`config.mk`:
```
export PLATFORM = sky130hd
export DESIGN_NAME = mem_access_ctrl
export DESIGN_NICKNAME = d
export VERILOG_FILES = /design/src/rtl/mem_access_ctrl.sv
export SDC_FILE = /design/constraint.sdc
export NUM_CORES = 1
export LEC_CHECK = 0
export CAP_MARGIN = 20
export CORE_MARGIN = 3
export CORE_UTILIZATION = 40
export CTS_CLUSTER_SIZE = 20
export DETAILED_ROUTE_END_ITERATION = 7
export PLACE_DENSITY = 0.71
export SYNTH_ARGS = -nofsm -noshare
export SYNTH_HDL_FRONTEND = slang
export SYNTH_SLANG_ARGS = --single-unit
```
`constraint.sdc`:
```
create_clock -name clk -period 5.31 [get_ports clk]
set_clock_uncertainty 0.15 [all_clocks]
set_input_delay 1.062 -clock clk [delete_from_list [all_inputs] [get_ports clk]]
set_output_delay 1.062 -clock clk [all_outputs]
set_load 0.02 [all_outputs]
```
`src/rtl/mem_access_ctrl.sv`:
```
// mem_access_ctrl
// Memory-stage access controller for the 16-bit pipeline. It sits between the
// EX/MEM pipeline register and the data memory and acts as the initiator on
// the data-memory port. Loads and stores hold registered strobes, address and
// write data on the port for WAIT_CYCLES cycles, then retire into MEM/WB.
// Non-memory instructions retire on the next edge with no stall.
//
// Ports
//   clk, rst_n          : clock and synchronous active-low reset
//   ex_valid            : an instruction is present on the ex_* inputs
//   ex_mem_read/write   : load / store flags (both set counts as a store)
//   ex_addr             : effective address
//   ex_store_data       : store data
//   ex_alu_result       : result of non-memory instructions, also retired for stores
//   ex_rd, ex_reg_write : destination register index and write enable
//   stall               : hold the EX/MEM register (combinational)
//   read_mem, write_mem : registered memory strobes
//   rw_address          : registered memory address
//   write_data          : registered memory write data
//   read_data           : memory read data, combinational from rw_address
//   wb_valid            : one-cycle pulse per retired instruction
//   wb_reg_write, wb_rd : register-file write enable and index for MEM/WB
//   wb_data             : load data or ALU result for MEM/WB
module mem_access_ctrl #(
    parameter int DATA_W      = 16,
    parameter int ADDR_W      = 16,
    parameter int WAIT_CYCLES = 1
) (
    input  logic              clk,
    input  logic              rst_n,
    input  logic              ex_valid,
    input  logic              ex_mem_read,
    input  logic              ex_mem_write,
    input  logic [ADDR_W-1:0] ex_addr,
    input  logic [DATA_W-1:0] ex_store_data,
    input  logic [DATA_W-1:0] ex_alu_result,
    input  logic [2:0]        ex_rd,
    input  logic              ex_reg_write,
    output logic              stall,
    output logic              read_mem,
    output logic              write_mem,
    output logic [ADDR_W-1:0] rw_address,
    output logic [DATA_W-1:0] write_data,
    input  logic [DATA_W-1:0] read_data,
    output logic              wb_valid,
    output logic              wb_reg_write,
    output logic [2:0]        wb_rd,
    output logic [DATA_W-1:0] wb_data
);

    typedef enum logic {
        IDLE,
        ACCESS
    } state_e;

    // The counter starts at WAIT_CYCLES-1 so that the strobe, which rises on
    // the acceptance edge, stays up for exactly WAIT_CYCLES cycles.
    localparam logic [3:0] CntInit = 4'(WAIT_CYCLES - 1);

    state_e            state_q, state_d;
    logic [3:0]        cnt_q, cnt_d;
    logic [2:0]        rd_q, rd_d;
    logic              regWrite_q, regWrite_d;
    logic [DATA_W-1:0] aluResult_q, aluResult_d;
    logic              readMem_q, readMem_d;
    logic              writeMem_q, writeMem_d;
    logic [ADDR_W-1:0] rwAddress_q, rwAddress_d;
    logic [DATA_W-1:0] writeData_q, writeData_d;
    logic              wbValid_q, wbValid_d;
    logic              wbRegWrite_q, wbRegWrite_d;
    logic [2:0]        wbRd_q, wbRd_d;
    logic [DATA_W-1:0] wbData_q, wbData_d;
    logic              memOp;

    assign memOp = ex_valid & (ex_mem_read | ex_mem_write);

    // Stall holds a memory op in EX/MEM from its acceptance cycle until the
    // last ACCESS cycle, so the instruction behind it lines up with the
    // IDLE cycle right after retire. Forced low while reset is asserted so
    // every output reads zero during reset.
    assign stall = rst_n & (((state_q == IDLE) & memOp) |
                            ((state_q == ACCESS) & (cnt_q != 4'd0)));

    assign read_mem     = readMem_q;
    assign write_mem    = writeMem_q;
    assign rw_address   = rwAddress_q;
    assign write_data   = writeData_q;
    assign wb_valid     = wbValid_q;
    assign wb_reg_write = wbRegWrite_q;
    assign wb_rd        = wbRd_q;
    assign wb_data      = wbData_q;

    // State register. All updates, including reset, happen on the rising edge.
    always_ff @(posedge clk) begin
        if (!rst_n) begin
            state_q      <= IDLE;
            cnt_q        <= '0;
            rd_q         <= '0;
            regWrite_q   <= 1'b0;
            aluResult_q  <= '0;
            readMem_q    <= 1'b0;
            writeMem_q   <= 1'b0;
            rwAddress_q  <= '0;
            writeData_q  <= '0;
            wbValid_q    <= 1'b0;
            wbRegWrite_q <= 1'b0;
            wbRd_q       <= '0;
            wbData_q     <= '0;
        end else begin
            state_q      <= state_d;
            cnt_q        <= cnt_d;
            rd_q         <= rd_d;
            regWrite_q   <= regWrite_d;
            aluResult_q  <= aluResult_d;
            readMem_q    <= readMem_d;
            writeMem_q   <= writeMem_d;
            rwAddress_q  <= rwAddress_d;
            writeData_q  <= writeData_d;
            wbValid_q    <= wbValid_d;
            wbRegWrite_q <= wbRegWrite_d;
            wbRd_q       <= wbRd_d;
            wbData_q     <= wbData_d;
        end
    end

    // Next-state logic. The memory port registers (address, write data) only
    // change on acceptance, so the memory never sees the address move while
    // a strobe is high. The wb_* payload holds its last value; only wb_valid
    // is a pulse. A store that also has the read flag set is a plain store.
    always_comb begin
        state_d      = state_q;
        cnt_d        = cnt_q;
        rd_d         = rd_q;
        regWrite_d   = regWrite_q;
        aluResult_d  = aluResult_q;
        readMem_d    = 1'b0;
        writeMem_d   = 1'b0;
        rwAddress_d  = rwAddress_q;
        writeData_d  = writeData_q;
        wbValid_d    = 1'b0;
        wbRegWrite_d = wbRegWrite_q;
        wbRd_d       = wbRd_q;
        wbData_d     = wbData_q;

        unique case (state_q)
            IDLE: begin
                if (memOp) begin
                    rd_d        = ex_rd;
                    regWrite_d  = ex_reg_write;
                    aluResult_d = ex_alu_result;
                    rwAddress_d = ex_addr;
                    writeData_d = ex_store_data;
                    readMem_d   = ~ex_mem_write;
                    writeMem_d  = ex_mem_write;
                    cnt_d       = CntInit;
                    state_d     = ACCESS;
                end else if (ex_valid) begin
                    wbValid_d    = 1'b1;
                    wbData_d     = ex_alu_result;
                    wbRd_d       = ex_rd;
                    wbRegWrite_d = ex_reg_write;
                end
            end
            ACCESS: begin
                if (cnt_q != 4'd0) begin
                    cnt_d      = cnt_q - 4'd1;
                    readMem_d  = readMem_q;
                    writeMem_d = writeMem_q;
                end else begin
                    wbValid_d    = 1'b1;
                    wbRd_d       = rd_q;
                    wbRegWrite_d = regWrite_q & ~writeMem_q;
                    wbData_d     = writeMem_q ? aluResult_q : read_data;
                    state_d      = IDLE;
                end
            end
            default: state_d = IDLE;
        endcase
    end

endmodule

```
==> results of run 1 <==
## where the power goes
part	switching (mW)	internal [mW]	leakage, nW	total (mW)
clock	0.219	0.337	0.126	0.556
combinational	0.139	0.138	0.965	0.277
sequential	0.0186	0.637	0.655	0.656
## metal layers
metal | vias to the layer above | routed length (um) | global-route usage
li1 | 1578 | - | -
met1 | 1547 | 4328 | 0.2724
met2 | 108 | 4972 | 0.3398
met3 | 10 | 603 | 0.04000
met4 | 0 | 141 | 0.07135
met5 | - | 0 | 0
## cell usage after synthesis, types with 2 or more instances
cell	count	area [um2]
sky130_fd_sc_hd__a311oi_1	4	35.03
sky130_fd_sc_hd__nand3_1	34	170.2
sky130_fd_sc_hd__clkbuf_1	15	56.30
sky130_fd_sc_hd__a211oi_1	16	120.1
sky130_fd_sc_hd__o221ai_1	2	17.52
sky130_fd_sc_hd__buf_6	3	33.78
sky130_fd_sc_hd__o21ai_0	33	165.2
sky130_fd_sc_hd__nor3_1	4	20.02
sky130_fd_sc_hd__or3_1	2	12.51
sky130_fd_sc_hd__ha_1	2	25.02
sky130_fd_sc_hd__buf_1	5	18.77
sky130_fd_sc_hd__inv_1	3	11.26
sky130_fd_sc_hd__buf_2	7	35.03
sky130_fd_sc_hd__o32ai_1	7	61.31
sky130_fd_sc_hd__inv_2	2	7.510
sky130_fd_sc_hd__nand2_1	24	90.09
sky130_fd_sc_hd__o2bb2ai_1	4	35.03
sky130_fd_sc_hd__nor2_1	21	78.83
sky130_fd_sc_hd__o32ai_2	9	146.4
sky130_fd_sc_hd__a22o_1	16	140.1
sky130_fd_sc_hd__nor2b_1	17	106.4
sky130_fd_sc_hd__buf_4	4	30.03
sky130_fd_sc_hd__dfxtp_1	80	1602
sky130_fd_sc_hd__a21oi_1	34	170.2
## final cells by class
type / count / area (um2) / share of cell area
well taps: 102 / 127.6 / 0.02574
multi-input cells: 250 / 1599 / 0.3226
repair buffers: 137 / 1356 / 0.2736
clock inverters: 5 / 102.6 / 0.02070
inverters: 5 / 18.77 / 0.003786
flip-flops and latches: 80 / 1602 / 0.3231
clock buffers: 11 / 151.4 / 0.03054
## cells in the final DEF (no fill, tap or decap), drive strengths merged, types with 2 or more instances in the layout
master	count
clkbuf	11
nand2	24
a211oi	16
nor2b	17
clkdlybuf4s50	128
a21boi	2
bufinv	3
nor2	21
buf	9
a22o	16
o2bb2ai	4
o21ai	34
nand3	34
o32ai	16
a21oi	35
ha	2
o221ai	2
or3	2
a311oi	4
nor4b	2
inv	5
nor3	5
dfxtp	80
## cells by family (layout without fill, tap and decap cells)
kind of cell             count (synthesis)  after routing  share of synthesized area
AO/OA/AOI/OAI                          133            133                     0.2836
AND/OR/NAND/NOR                        115            115                     0.1795
flip-flops                              80             80                     0.4727
buffers and inverters                   39            158                    0.05687
adder cells (fa/ha/maj)                  2              2                   0.007384
## sequential cells by signal (all words and copies together), names as in the netlist
signal	cells
state_q	1
aluResult_q	16
wb_reg_write	1
read_mem	1
wb_rd	3
rd_q	3
wb_data	16
rw_address	16
cnt_q	4
write_data	16
wb_valid	1
regWrite_q	1
write_mem	1
## how the worst max path moves through the flow
stage,startpoint,to
floorplan,rst_n,stall
global placement,ex_mem_write,stall
detailed placement,ex_mem_write,stall
CTS,ex_mem_write,stall
global route,ex_mem_write,stall
finish,ex_mem_write,stall
## per-stage QoR
stage	area [um2]	util	hold slack (ps)	setup slack, ps
floorplan	3388	-	282.2	2245
global placement	4681	0.5875	293.8	1304
detailed placement	4681	0.5875	303.0	1280
CTS	4935	0.6193	321.0	1275
global route	4957	0.6222	337.0	1199
finish	4957	0.6222	320.1	1289
==> results by group, run 1 <==
STA
  • Final period utilization: 0.7573
  • Minimum clock period after layout: 4021 ps
  • Setup-violating endpoint count in the final report: 0
  • Setup repair after global routing missed its margin: no
  • Worst-margin pin slew: 1008 ps
  • Highest achievable clock rate: 0.2487 GHz
  • Post-route setup TNS: 0 ps
  • Worst slew margin: 0.3281
  • Max-slew violations: 0
  • Final hold viol count: 0

Global routing
  • Number of antenna violations at the first check in global routing: 0
  • Global Route Usage Sum: 0.2070
  • Pin count of the biggest net entering global routing: 44
  • First-pass GRT wire length: 16130 um
  • Vias in the first global route: 3109
  • Global route total overflow: 0

Yosys
  • EDFF count, synth: 0
  • Post-synthesis cell area: 3388 um2
  • Main flop type after synthesis: sky130_fd_sc_hd__dfxtp_1
  • Syn avg cell area: 9.182 um2
  • Synthesis Warnings: 0
  • Post-synthesis cell count: 369
  • Yosys cell types: 45
  • Async set or reset register ratio after synthesis: 0
  • Number of register bits inferred by synthesis: 80
  • Sequential fraction of the synthesis area: 0.4727
  • Net count after synthesis: 444

Power
  • Lkg Pwr: 1.746 nW
  • Overall power after layout: 1.490 mW
  • Pwr per Cell Area: 300.5 nW/um2
  • Maximum resistive drop on vdd: 151.3 uV

Cells and area
  • Synthesis-to-finish area growth: 46.31%
  • Ant. Diodes: 0
  • Share of post-route cells with drive strength above 1: 0.09221
  • Fin cells: 590
  • Filler cells: 697
  • Final net count: 558

Place
  • Number of placed cells counting well taps: 572
  • Port Buf Inserts: 128
  • Gp weighted congestion: 0.7823
  • Detail Placement HPWL: 6613 um

Floorplan
  • Horizontal die dimension: 98.04 um
  • Initial Utilization: 0.4253
  • Floorplan row count: 32
  • Core Area: 7968 um2
  • Floorplan die area: 9611 um2
  • DIE HEIGHT: 98.04 um
  • Number of top-level pins: 129

Critical path
  • CP Cell Sequence: clkdlybuf4s50_1 -> or2_2 -> a22oi_1 -> nor2_1 -> clkdlybuf4s50_1
  • Required arrival time at the worst endpoint: 4100 ps
  • Reg2reg setup slack: 2970 ps
  • Sort of element at the end of the critical path: output pin
  • Startpoint kind of the worst setup timing path: input port
  • Most used cell along the critical path: sky130_fd_sc_hd__clkdlybuf4s50_1
  • Destination of the worst register-to-register timing path: wb_rd[2]$_SDFFE_PN0P_
  • Data arrival, critical path: 2810 ps
  • Number of stages on the worst setup path: 5
  • Slowest stage cell, crit path: sky130_fd_sc_hd__clkdlybuf4s50_1
  • Launch instance of the worst register-to-register path: state_q$_SDFF_PN0_
  • Count of buffer and inverter cells on the critical path: 2
  • Cell class contributing the biggest share of worst-path delay: buffers and inverters
  • Delay of the slowest critical-path stage: 540 ps
  • R2R depth: 4
  • Biggest fanout along the worst timing path: 6
  • Critical setup path kind: in2out

Detailed routing
  • DR iter-0 viols: 179
  • DRT Pass-1 Iters: 4
  • Routed wire length: 10050 um
  • Wire length per cell: 17.03 um
  • Overall via count from detail_route: 3243
  • DRC viols: 0
  • Vias per std cell: 5.497
  • Antenna-violating nets left: 0

CTS
  • Post-cts resize count: 0
  • Clock-pin slew on the worst setup and hold paths: 70 ps
  • Maximum level of the CTS H-tree: 3
  • Clock Tree Buf Depth: 2
  • Clock tree from TritonCTS: built
  • Clock sink count: 80
  • Post-CTS Setup Repair Bufs: 0
  • Source-to-sink clock delay at the later pin of the worst-skew pair: 340 ps
  • Hold-fix buffers, CTS: 0
  • Library cell used as clock root buffer: sky130_fd_sc_hd__clkbuf_8
  • Total clock buffers created by CTS: 9

Hold path
  • Cell depth of the worst min-delay path: 1
  • Class of the most critical hold timing path: reg2reg
  • Worst hold start: rd_q[0]$_SDFFE_PN0P_
  • Hold Crit Endpoint: rd_q[0]$_SDFFE_PN0P_

Status
  • Outcome: completed

Job
  • Max-cap check violation count: 0
Note: power is estimated with default switching activity, not from simulation.
==> run 2: changes to the inputs <==
==> constraint.sdc (replaced) <==
create_clock -name clk -period 3.9 [get_ports clk]
set_clock_uncertainty 0.15 [all_clocks]
set_input_delay 0.78 -clock clk [delete_from_list [all_inputs] [get_ports clk]]
set_output_delay 0.78 -clock clk [all_outputs]
set_load 0.02 [all_outputs]
==> results by group, run 2 (synthesis results as in run 1) <==
Cells and area
  • Filler cells: 732
  • Ant. Diodes: 0
  • Share of post-route cells with drive strength above 1: 0.09592
  • Final net count: 560
  • Post-Route Utilization: 0.6175
  • Fin cells: 592
  • Register area: 1602 um2
  • Most common cell after layout, fill and taps aside: sky130_fd_sc_hd__clkdlybuf4s50_1
  • Multi-input gate area: 1599 um2
  • Commonest cells after routing, fill and taps aside: 128 x sky130_fd_sc_hd__clkdlybuf4s50_1, 80 x sky130_fd_sc_hd__dfxtp_1, 34 x sky130_fd_sc_hd__nand3_1, 34 x sky130_fd_sc_hd__a21oi_1, 33 x sky130_fd_sc_hd__o21ai_0
  • Synthesis-to-finish area growth: 45.20%

CTS
  • Clock-pin slew on the worst setup and hold paths: 80 ps
  • Maximum level of the CTS H-tree: 3
  • Clock Tree Buf Depth: 2
  • Source-to-sink clock delay at the later pin of the worst-skew pair: 350 ps
  • Post-cts resize count: 0
  • Hold-fix buffers, CTS: 0
  • Post-CTS Setup Repair Bufs: 0
  • Clock sink count: 80
  • Library cell used as clock root buffer: sky130_fd_sc_hd__clkbuf_8
  • Total clock buffers created by CTS: 9
  • Clock tree from TritonCTS: built

Floorplan
  • Core Area: 7968 um2
  • Number of top-level pins: 129
  • Floorplan die area: 9611 um2
  • Initial Utilization: 0.4253
  • Horizontal die dimension: 98.04 um
  • DIE HEIGHT: 98.04 um
  • Floorplan row count: 32

Hold path
  • Class of the most critical hold timing path: reg2reg
  • Cell depth of the worst min-delay path: 1

STA
  • Worst slew margin: 0.5365
  • Final WS setup: 409.1 ps
  • Post-route setup TNS: 0 ps
  • Final period utilization: 0.8951
  • Highest achievable clock rate: 0.2865 GHz
  • Final hold viol count: 0
  • Worst-margin pin slew: 692.7 ps
  • Setup repair after global routing missed its margin: no
  • Minimum clock period after layout: 3491 ps
  • Setup-violating endpoint count in the final report: 0
  • Max-slew violations: 0

Detailed routing
  • Vias per std cell: 5.519
  • DRC viols: 0
  • DR iter-0 viols: 178
  • DRT Pass-1 Iters: 4
  • Overall via count from detail_route: 3267
  • Antenna-violating nets left: 0
  • Routed wire length: 10350 um
  • Wire length per cell: 17.49 um

Critical path
  • Biggest fanout along the worst timing path: 6
  • CP Cell Sequence: clkdlybuf4s50_1 -> or2_2 -> a22oi_1 -> nor2_1 -> clkdlybuf4s50_1
  • Number of stages on the worst setup path: 5
  • Slowest stage cell, crit path: sky130_fd_sc_hd__clkdlybuf4s50_1
  • Startpoint kind of the worst setup timing path: input port
  • Required arrival time at the worst endpoint: 2970 ps
  • Cell class contributing the biggest share of worst-path delay: buffers and inverters
  • Most used cell along the critical path: sky130_fd_sc_hd__clkdlybuf4s50_1
  • Data arrival, critical path: 2560 ps
  • Sort of element at the end of the critical path: output pin
  • Delay of the slowest critical-path stage: 550 ps
  • R2R depth: 5
  • Count of buffer and inverter cells on the critical path: 2
  • Critical setup path kind: in2out

Global routing
  • First-pass GRT wire length: 16730 um
  • Global Route Usage Sum: 0.2136
  • Vias in the first global route: 3255
  • Pin count of the biggest net entering global routing: 44
  • Number of antenna violations at the first check in global routing: 0
  • Global route total overflow: 0

Place
  • Port Buf Inserts: 128
  • Number of placed cells counting well taps: 575
  • Detail Placement HPWL: 6794 um
  • DP Worst Slack: 417.9 ps
  • Gp weighted congestion: 0.7620

Status
  • Outcome: completed

Power
  • Pwr per Cell Area: 386.0 nW/um2
  • Maximum resistive drop on vdd: 234.0 uV
  • Lkg Pwr: 1.728 nW

Job
  • Max-cap check violation count: 0
-- run 2: cell types whose count changed in the layout (fill, tap and decap cells not counted), sizes merged --
cell / change
inv: +1
buf: +2
clkbuf: -1
clkinv: +1
clkinvlp: +1
bufinv: -2
-- run 2: cell type report --
| cell class | count | area share |
|---|---|---|
| Sequential cell | 80 | 0.3255 |
| Multi-Input combinational cell | 250 | 0.3250 |
| Timing Repair Buffer | 139 | 0.2780 |
| Clock buffer | 10 | 0.02798 |
| Tap cell | 102 | 0.02594 |
| Clock inverter | 6 | 0.01373 |
| Inverter | 5 | 0.003815 |
-- run 2: path summary, 6_finish.rpt --
check	start	to	slack, ps
min	rd_q[0]$_SDFFE_PN0P_	rd_q[0]$_SDFFE_PN0P_	320
max	ex_mem_write	stall	410
max reg2reg	cnt_q[0]$_SDFFE_PN0P_	wb_data[3]$_SDFFE_PN0P_	1830
min reg2reg	rd_q[0]$_SDFFE_PN0P_	rd_q[0]$_SDFFE_PN0P_	320
-- run 2: metrics by stage --
| step | hold slack (ps) | total power, mW | cell area [um2] |
|---|---|---|---|
| floorplan | 282.2 | 1.102 | 3388 |
| global placement | 294.7 | 1.283 | 4703 |
| detailed placement | 298.4 | 1.291 | 4703 |
| CTS | 321.7 | 1.919 | 4908 |
| global route | 340.4 | 1.991 | 4920 |
| finish | 317.1 | 1.899 | 4920 |
-- run 2: power breakdown --
part	internal [mW]	total [mW]	switching, mW
Sequential	0.868	0.893	0.0251
Clock	0.315	0.624	0.309
Combinational	0.189	0.382	0.193
-- run 2: worst reg2reg max path, cell delays in order, from the launching register on --
cell                       delay, ps
sky130_fd_sc_hd__dfxtp_1         360
sky130_fd_sc_hd__inv_1            90
sky130_fd_sc_hd__ha_1            240
sky130_fd_sc_hd__and4bb_2        310
sky130_fd_sc_hd__o21ai_4         590
sky130_fd_sc_hd__o32ai_1         210
-- run 2: per-layer routing --
metal / wire length [um] / share of wire / vias to the layer above / track usage
met5: 0 / 0 / - / 0
met4: 204 / 0.020 / 0 / 0.08733
met3: 453 / 0.044 / 16 / 0.03786
met2: 5139 / 0.50 / 93 / 0.3576
met1: 4556 / 0.44 / 1569 / 0.2720
li1: - / - / 1589 / -
==> edit (flow settings as in run 1) <==
Reset style: asynchronous (`rst_n`), changed in one clocked block. Comments in the files are not updated.
--- a/src/rtl/mem_access_ctrl.sv
+++ b/src/rtl/mem_access_ctrl.sv
@@ -91,7 +91,7 @@
     assign wb_data      = wbData_q;
 
     // State register. All updates, including reset, happen on the rising edge.
-    always_ff @(posedge clk) begin
+    always_ff @(posedge clk or negedge rst_n) begin
         if (!rst_n) begin
             state_q      <= IDLE;
             cnt_q        <= '0;
Behaviour: differs if rst_n is asserted again (counterexample within 4 cycles, from zero or initial values and one cycle with rst_n low); with rst_n held inactive, the same outputs for 10 cycles.
==> edit against run 1 <==
  * Sequential cell count is the same
  * Global-route usage shrank 4.9 points
  * Sequential share of layout area grew 6.6 points
  * Setup slack gained 0.065 ns
  * Total power grew 22%
  * Largest power group unchanged
  * Synthesized area grew 5.5%
  * Critical path type unchanged
  * Final area grew 3.8%
  * Critical path depth is the same
  * Register-to-register slack is essentially flat
  * Wire length shrank 23%
  * Combinational power grew 94%
  * Sequential power grew 19%
  * Via count shrank 25%
==> edit: results <==
group,metric,value,unit
outcome,outcome,"complete, no violations",
setup_path,rr_worst_depth,4,
detailed_routing,dr.first_iter.drc_count,81,
grt,grt_pass1_wl,12600,um
clocking,cts-root-buf,"clkbuf_8",
setup_path,cp_top_family,"buffers and inverters",
yosys,synth_warnings,0,
setup_path,crit_fanout,7,
layout,fin_cells,491,
timing,worstMarginPinSlew,1.05,ns
yosys,synth-edff-count,0,
worst_hold_path,worstHoldPathCells,1,
yosys,synthTopCellsByCount,"dfrtp_1, mux2_2, mux2_4",
layout,nets,456,
detailed_routing,viasPerCell,4.96,
yosys,ys_types,28,
timing,finalHoldViolations,0,
setup_path,cp.arrival,2.74,ns
clocking,cts_resized,0,
grt,grt_use_total,0.159,
place,post-dp-hpwl,5440,um
grt,grt_max_degree,81,
yosys,synth_nets,326,
pwr,vdd_drop_max,0.231,mV
grt,grt_pass1_vias,2596,
place,globalplace.congestion,0.730,
layout,antenna_cells,0,
detailed_routing,wl,7770,um
grt,antenna_found_initial,0,
clocking,cts_buffers,9,
clocking,htree_levels,3,
pwr,leakagePower,0.00215,uW
setup_path,critPathSlowestCell,"clkdlybuf4s50_1",
worst_hold_path,hold_class,"flip-flop to flip-flop",
detailed_routing,drtPass1Iterations,4,
yosys,synthTopCellsByArea,"dfrtp_1, mux2_2, mux2_4",
clocking,cts.clk_slew.worst_paths,0.08,ns
yosys,syn_inst,251,
setup_path,critPathMaxStageDelay,0.62,ns
place,io_buffers,128,
layout,final_layout_size_suffix_gt1_frac,0.264,
yosys,async_reset_ff_frac,1.00,
clocking,ctsLongestPathBuffers,2,
layout,nFillCells,686,
clocking,clk_latency,0.34,ns
yosys,ys_seq_area_frac,0.560,
place,post-place-cells,475,
clocking,post_cts_buffers,0,
[edit: logic make-up after synthesis]
logic type | Yosys count | share of synthesized area
buffers and inverters | 19 | 0.0357
muxes | 92 | 0.305
and+or+nand+nor | 29 | 0.0462
adders and majority gates | 2 | 0.00700
AOI/OAI and AO/OA | 29 | 0.0462
DFF | 80 | 0.560
[edit: final cells by class]
| type | count | area, um2 | share of cell area |
|---|---|---|---|
| Multi-Input combinational cell | 152 | 1440 | 0.281 |
| Inverter | 5 | 18.8 | 0.00365 |
| Clock inverter | 4 | 76.3 | 0.0148 |
| Timing Repair Buffer | 133 | 1320 | 0.256 |
| Clock buffer | 12 | 155 | 0.0302 |
| Tap cell | 105 | 131 | 0.0255 |
| Sequential cell | 80 | 2000 | 0.389 |
[edit: through the flow]
stage / setup WS, ns / instance area [um2] / total power [uW]
6_report: 1.35 / 5140 / 1820
5_1_grt: 1.24 / 5140 / 1920
4_1_cts: 1.34 / 5140 / 1850
3_5_place_dp: 1.33 / 4910 / 1330
3_3_place_gp: 1.35 / 4910 / 1320
2_1_floorplan: 2.51 / 3570 / 1070
[edit: path summary, 6_finish.rpt]
check / from / endpoint / slack, ns
min in group asynchronous: rst_n / rw_address[4] / 0.82
max: ex_mem_write / stall / 1.35
max reg2reg: state_q / aluResult_q[15] / 2.98
min reg2reg: rd_q[2] / rd_q[2] / 0.35
min: rd_q[2] / rd_q[2] / 0.35
max in group asynchronous: rst_n / wb_data[6] / 3.52
[edit: layer usage]
layer	vias to the layer above	part of all wire	routed length, um	global-route usage
met2	75	0.49	3790	0.269
met4	0	0.0078	61	0.0446
met5	-	0	0	0
li1	1147	-	-	-
met3	5	0.087	675	0.0609
met1	1207	0.42	3250	0.188
[edit: where the power goes]
group | switching (uW) | internal [uW] | leakage (uW) | total, uW
clock network | 217 | 292 | 0.000113 | 508
logic | 226 | 310 | 0.00109 | 536
registers | 62.3 | 718 | 0.000947 | 780
[edit: worst reg2reg max path: stages, from the launching register on]
cell and delay, ns:
dfrtp_1 0.65, nand2b_4 0.30, nor2_4 0.37, buf_4 0.40, mux2_4 0.34
